$ cat src/rtl/result_dma_engine.sv
// Drains result rows from the unified buffer onto a valid/ready write bus.
// Optional DMA_STALL_CNT_EN adds the stall_cycles back-pressure counter.
module result_dma_engine #(
  parameter int SYSTOLIC_ARRAY_WIDTH = 16,
  parameter int DATA_WIDTH_ACCUM     = 32,
  parameter int ADDR_WIDTH           = 10,
  parameter int RD_LATENCY           = 1,
  parameter int FIFO_DEPTH           = 4
) (
  input  logic                                        clk,
  input  logic                                        rst,
  input  logic                                        start_pulse,
  input  logic [31:0]                                 dest_addr,
  input  logic [ADDR_WIDTH-1:0]                       src_addr,
  input  logic [15:0]                                 length,
  output logic                                        done_irq,
  output logic                                        busy,
  output logic [ADDR_WIDTH-1:0]                       core_rd_addr,
  output logic                                        core_rd_en,
  input  logic [SYSTOLIC_ARRAY_WIDTH*DATA_WIDTH_ACCUM-1:0] core_rd_data,
  output logic                                        bus_valid,
  input  logic                                        bus_ready,
  output logic [31:0]                                 bus_addr,
  output logic [SYSTOLIC_ARRAY_WIDTH*DATA_WIDTH_ACCUM-1:0] bus_data,
`ifdef DMA_STALL_CNT_EN
  output logic [31:0]                                 stall_cycles,
`endif
  output logic                                        bus_last
);

  localparam int          ROW_W      = SYSTOLIC_ARRAY_WIDTH * DATA_WIDTH_ACCUM;
  localparam logic [31:0] BEAT_BYTES = 32'(ROW_W / 8);
  localparam int          PTR_W      = $clog2(FIFO_DEPTH);
  localparam int          CNT_W      = PTR_W + 1;
  localparam int          SUM_W      = CNT_W + 1;

  typedef enum logic [1:0] {S_IDLE, S_RUN, S_DRAIN, S_DONE} state_t;

  state_t                 r_state;
  logic [ADDR_WIDTH-1:0]  r_src;
  logic [31:0]            r_dest;
  logic [15:0]            r_len;
  logic [15:0]            r_issue_cnt;
  logic [15:0]            r_beat_cnt;
  logic [RD_LATENCY-1:0]  r_tag_p;
  logic [CNT_W-1:0]       r_inflight;
  logic [CNT_W-1:0]       r_count;
  logic [PTR_W-1:0]       r_wptr;
  logic [PTR_W-1:0]       r_rptr;
  logic [ROW_W-1:0]       r_mem [FIFO_DEPTH];

  logic                   w_push;
  logic                   w_empty;
  logic                   w_valid;
  logic                   w_pop;
  logic                   w_bypass;
  logic                   w_wr;
  logic                   w_rd;
  logic                   w_room;
  logic                   w_rd_en;
  logic                   w_last;
  logic                   w_accept;
  logic [ROW_W-1:0]       w_head;

  // Fall-through FIFO: a row arriving at an empty FIFO is presented on the bus
  // in the same cycle, and is not stored if the bus takes it immediately.
  assign w_push   = r_tag_p[RD_LATENCY-1];
  assign w_empty  = (r_count == '0);
  assign w_valid  = !w_empty || w_push;
  assign w_head   = w_empty ? core_rd_data : r_mem[r_rptr];
  assign w_pop    = w_valid && bus_ready;
  assign w_bypass = w_empty && w_push && w_pop;
  assign w_wr     = w_push && !w_bypass;
  assign w_rd     = w_pop && !w_empty;
  assign w_room   = (SUM_W'(r_count) + SUM_W'(r_inflight)) < SUM_W'(FIFO_DEPTH);
  assign w_rd_en  = (r_state == S_RUN) && w_room;
  assign w_last   = (r_beat_cnt == r_len - 16'd1);
  assign w_accept = (r_state == S_IDLE) && start_pulse;

  always_ff @(posedge clk) begin
    if (rst) begin
      r_state     <= S_IDLE;
      r_src       <= '0;
      r_dest      <= '0;
      r_len       <= '0;
      r_issue_cnt <= '0;
      r_beat_cnt  <= '0;
    end else begin
      if (w_rd_en) r_issue_cnt <= r_issue_cnt + 16'd1;
      if (w_pop)   r_beat_cnt  <= r_beat_cnt + 16'd1;
      case (r_state)
        S_IDLE: begin
          if (start_pulse) begin
            r_src       <= src_addr;
            r_dest      <= dest_addr;
            r_len       <= length;
            r_issue_cnt <= '0;
            r_beat_cnt  <= '0;
            // A zero-length command passes through DRAIN so done_irq lands two cycles out.
            r_state     <= (length != 16'd0) ? S_RUN : S_DRAIN;
          end
        end
        S_RUN: begin
          if (w_rd_en && (r_issue_cnt + 16'd1 == r_len)) r_state <= S_DRAIN;
        end
        S_DRAIN: begin
          if ((w_pop && w_last) || (r_beat_cnt == r_len)) r_state <= S_DONE;
        end
        default: r_state <= S_IDLE;
      endcase
    end
  end

  // Read return path: tag shift register and FIFO bookkeeping
  always_ff @(posedge clk) begin
    if (rst) begin
      r_tag_p    <= '0;
      r_inflight <= '0;
      r_count    <= '0;
      r_wptr     <= '0;
      r_rptr     <= '0;
    end else begin
      r_tag_p    <= (r_tag_p << 1) | RD_LATENCY'(w_rd_en);
      r_inflight <= r_inflight + CNT_W'(w_rd_en) - CNT_W'(w_push);
      r_count    <= r_count + CNT_W'(w_wr) - CNT_W'(w_rd);
      if (w_wr) r_wptr <= r_wptr + 1'b1;
      if (w_rd) r_rptr <= r_rptr + 1'b1;
    end
  end

  always_ff @(posedge clk) begin
    if (w_wr) r_mem[r_wptr] <= core_rd_data;
  end

`ifdef DMA_STALL_CNT_EN
  logic [31:0] r_stall;
  always_ff @(posedge clk) begin
    if (rst || w_accept)                              r_stall <= '0;
    else if (w_valid && !bus_ready && r_stall != '1) r_stall <= r_stall + 32'd1;
  end
  assign stall_cycles = r_stall;
`endif

  // Outputs are zeroed when not qualified so idle values match reset values
  assign busy         = (r_state != S_IDLE);
  assign done_irq     = (r_state == S_DONE);
  assign core_rd_en   = w_rd_en;
  assign core_rd_addr = w_rd_en ? (r_src + ADDR_WIDTH'(r_issue_cnt)) : '0;
  assign bus_valid    = w_valid;
  assign bus_data     = w_valid ? w_head : '0;
  assign bus_addr     = w_valid ? (r_dest + 32'(r_beat_cnt) * BEAT_BYTES) : '0;
  assign bus_last     = w_valid && w_last;

endmodule

$ cat config.mk
export PLATFORM = sky130hd
export DESIGN_NAME = result_dma_engine
export DESIGN_NICKNAME = d
export VERILOG_FILES = /design/src/rtl/result_dma_engine.sv
export SDC_FILE = /design/constraint.sdc
export NUM_CORES = 2
export LEC_CHECK = 0
export BUFFER_PORTS_ARGS = -buffer_cell sky130_fd_sc_hd__buf_4
export CAP_MARGIN = 20
export CORE_ASPECT_RATIO = 0.75
export CORE_MARGIN = 1
export CORE_UTILIZATION = 50
export CTS_BUF_LIST = sky130_fd_sc_hd__clkbuf_16
export DETAILED_ROUTE_END_ITERATION = 10
export GPL_TIMING_DRIVEN = 0
export PLACE_DENSITY = 0.78
export RECOVER_POWER = 25
export SLEW_MARGIN = 25
export SYNTH_ARGS = -nofsm -noshare
export SYNTH_HDL_FRONTEND = slang
export SYNTH_SLANG_ARGS = --single-unit
$ cat constraint.sdc
create_clock -name clk -period 28.6 [get_ports clk]
set_clock_uncertainty 0.15 [all_clocks]
set_input_delay 5.72 -clock clk [delete_from_list [all_inputs] [get_ports clk]]
set_output_delay 5.72 -clock clk [all_outputs]
set_load 0.02 [all_outputs]
==> summary.txt <==
Die
  – # IOs: around 1,100
  – DIE WIDTH: between 400 and 500 µm
  – Initial Utilization: approximately half
  – Row count: ~130
  – DIE HEIGHT: 364 µm
  – DIE AREA: ~0.18 mm²
  – Core footprint: roughly 0.17 mm²

Layout
  – Utilization after layout: 61.0%
  – Commonest non-fill, non-tap cell in the layout: edfxtp_1
  – Layout cells sized above 1: about a quarter
  – Area Growth Syn to Fin: 20.8%
  – Non-Filler Instances: just over 9,000
  – Commonest cells after routing, fill and taps aside: edfxtp_1 (2,048), nand2_1 (1,177), buf_4 (798)
  – Final net count: 7,303

Timing
  – Minimum clock period: between 10,000 and 15,000 ps
  – Rel. slew slack: 22.6%
  – Final hold violation count: 0
  – Slew of the pin with the lowest slew margin: roughly 1200 ps
  – RSZ-0062 raised after global routing: no
  – Count of final setup violators: 0
  – Max-slew violation count: 0
  – Setup TNS Final: 0 ps
  – Tcrit/Tclk final: 43.1%
  – Fmax: 0.0811 GHz

Route
  – WL/cell: 26.9 µm
  – Number of DRC markers in iteration 0: approximately 6,100
  – DR DRC count: 0
  – Post-route ant nets: 0
  – Vias/cell: around 5.9
  – Total vias in the final route: between 50,000 and 60,000
  – First-pass DRT Iterations: 6
  – WL final: 247,000 µm

Setup path
  – Critical Path, Cell by Cell: clkbuf_1 -> nand3_1 -> nand2_1 -> buf_4
  – WS Path Type: in2out
  – Critical-path maximum fanout: 5
  – Worst Path Arrival: about 6500 ps
  – Critical path origin: core_rd_data[489]
  – Bufs and invs on worst path: 2
  – Setup crit start kind: input port
  – WP data required: between 20,000 and 25,000 ps
  – Critical R2R Launch: r_count[1]
  – Crit-path max cell delay: about 220 ps
  – Slowest CP cell: clkbuf_1
  – Worst setup EP type: output pin
  – CP top delay family: buffers and inverters

Yosys
  – Unique masters post-synth: 65
  – Sequential-to-total area share from yosys stat: 72.7%
  – Netlist Area Pre-Place: 0.0874 mm²
  – Synth Register Bits: about 2,200
  – Ys async rst share: 0%
  – Warnings from Yosys: 0
  – Syn avg cell area: about 17 µm²
  – Mapped Nets: just under 6,000
  – Number of flops mapped to enable cells by yosys: approximately 2,000
  – Mapped Cells: 5,293
  – Main flop type after synthesis: edfxtp_1

Power and ir drop
  – PwrDens: between 90 and 100 mW/mm²
  – Max IR drop VDD: about 80 µV
  – Pwr Total: between 0.009 and 0.01 W
  – LEAKAGE: about 37 nW

Flow run
  – Max-cap violations: 0

Placement
  – Routability congestion estimate: approximately 0.9
  – PortBufs: about 1,100
  – DP Wirelength: 170,000 µm
  – Placed Cells: a little under 9,000

Clock tree
  – Clock slew at reported path FFs: about 60 ps
  – TritonCTS clock tree: built
  – H-tree Lvls: 4
  – CTS Buf Count: between 150 and 200
  – Clock root cell: clkbuf_16
  – Skew-Pair Late Insertion Delay: a little over 800 ps
  – Clock sinks: 2,153
  – # resized after CTS: 0
  – Hold buffers post-CTS: 0
  – Post-CTS setup buffer count: 0
  – CTS Buffer Depth: 3

Global routing
  – Number of global-route vias before repair: 53,800
  – Gr usage total: 27.3%
  – First-pass GRT wire length: between 300,000 and 400,000 µm
  – Largest net degree at the start of global routing: 46
  – Initial antenna violation count: 84
  – Gr ovfl total: 0

Status
  – Status: finished, final reports clean

Hold path
  – HP Class: reg2reg
  – Min-delay src: r_dest[1]
==> worst register-to-register path: stages (launching register included) <==
cell,delay (ps)
dfxtp_1,470
nor3_1,90
clkbuf_2,200
buf_16,200
a21boi_1,500
and2_4,510
buf_12,260
buf_12,280
buf_16,280
buf_12,280
buf_16,320
buf_12,320
==> state kept, by name, indices dropped and copies added (netlist names), named ones only <==
name,flops
r_mem,2048
r_dest,32
r_beat_cnt,16
r_issue_cnt,16
r_len,16
r_src,10
r_count,3
r_inflight,3
r_rptr,2
r_state,2
r_wptr,2
r_tag_p,1
==> routing by layer <==
layer	wire (µm)	vias up	part of all wire [%]	GRT usage (%)
li1	-	23200	-	-
met1	89400	27600	36	34.3
met2	121000	3099	49	43.5
met3	22100	629	8.9	6.60
met4	14700	42	5.9	16.1
met5	280	-	0.11	0
==> worst paths after layout <==
path                                      end  slack (ps)  cells past startpoint
worst max-delay path            bus_data[489]       16270                      4
worst min-delay path                r_dest[1]         310                      2
worst max register to register  r_mem[0][101]       24420                     11
worst min register to register      r_dest[1]         310                      2
==> logic make-up (layout without fill, tap and decap cells) <==
group / after synthesis / count (layout) / synth area share, %
compound gates: 181 / 181 / 1.24
xor+xnor: 89 / 89 / 0.892
fa+ha+maj: 47 / 47 / 0.707
buf+inv: 372 / 1925 / 1.68
flops: 2153 / 2153 / 72.7
mux: 517 / 517 / 13.3
other cells: 0 / 63 / 0
simple gates: 1934 / 1934 / 9.48
==> report_power, final <==
part / leakage (nW) / internal [W] / switching [W]
combinational: 14.2 / 0.00132 / 0.00226
sequential: 19.3 / 0.00360 / 0.0000503
clock: 3.28 / 0.00146 / 0.00119
total: 36.8 / 0.00637 / 0.00350
==> metrics by stage <==
step	cell area (µm²)	setup WS, ps	hold WS, ps
6_report	106000	16270	308
5_1_grt	106000	16260	323
4_1_cts	107000	16370	307
3_5_place_dp	100000	16370	298
3_3_place_gp	98800	537	287
2_1_floorplan	87400	9860	282
==> area by class of cell <==
type | count | area [µm²]
Clock buffer | 196 | 4900
Sequential cell | 2153 | 63600
Buffer | 336 | 1360
Clock inverter | 166 | 1560
Inverter | 36 | 135
Tap cell | 2278 | 2850
Fill cell | 12400 | 67500
Timing Repair Buffer | 1191 | 8690
Multi-Input combinational cell | 2768 | 22400
Antenna cell | 63 | 158
==> cells in the mapped netlist, types with 4 or more instances <==
| cell | n | area (µm²) |
|---|---|---|
| a211oi_1 | 9 | 67.6 |
| a21o_1 | 8 | 60.1 |
| a21oi_1 | 90 | 450 |
| and2_1 | 18 | 113 |
| and3_1 | 11 | 68.8 |
| buf_1 | 84 | 315 |
| clkbuf_1 | 240 | 901 |
| clkbuf_8 | 4 | 55.1 |
| dfxtp_1 | 105 | 2100 |
| edfxtp_1 | 2048 | 61500 |
| fa_1 | 4 | 80.1 |
| ha_1 | 43 | 538 |
| inv_1 | 35 | 131 |
| mux2i_1 | 4 | 40.0 |
| mux4_2 | 512 | 11500 |
| nand2_1 | 1177 | 4420 |
| nand2b_1 | 8 | 50.1 |
| nand3_1 | 529 | 2650 |
| nand4_1 | 20 | 125 |
| nor2_1 | 88 | 330 |
| nor2b_1 | 10 | 62.6 |
| nor3_1 | 23 | 115 |
| nor4_1 | 15 | 93.8 |
| nor4b_1 | 6 | 52.6 |
| o21a_1 | 6 | 45.0 |
| o21ai_0 | 32 | 160 |
| o21bai_1 | 4 | 30.0 |
| or3_1 | 16 | 100 |
| xnor2_1 | 46 | 403 |
| xor2_1 | 43 | 377 |
No activity file was read; power rests on OpenSTA's default activity.
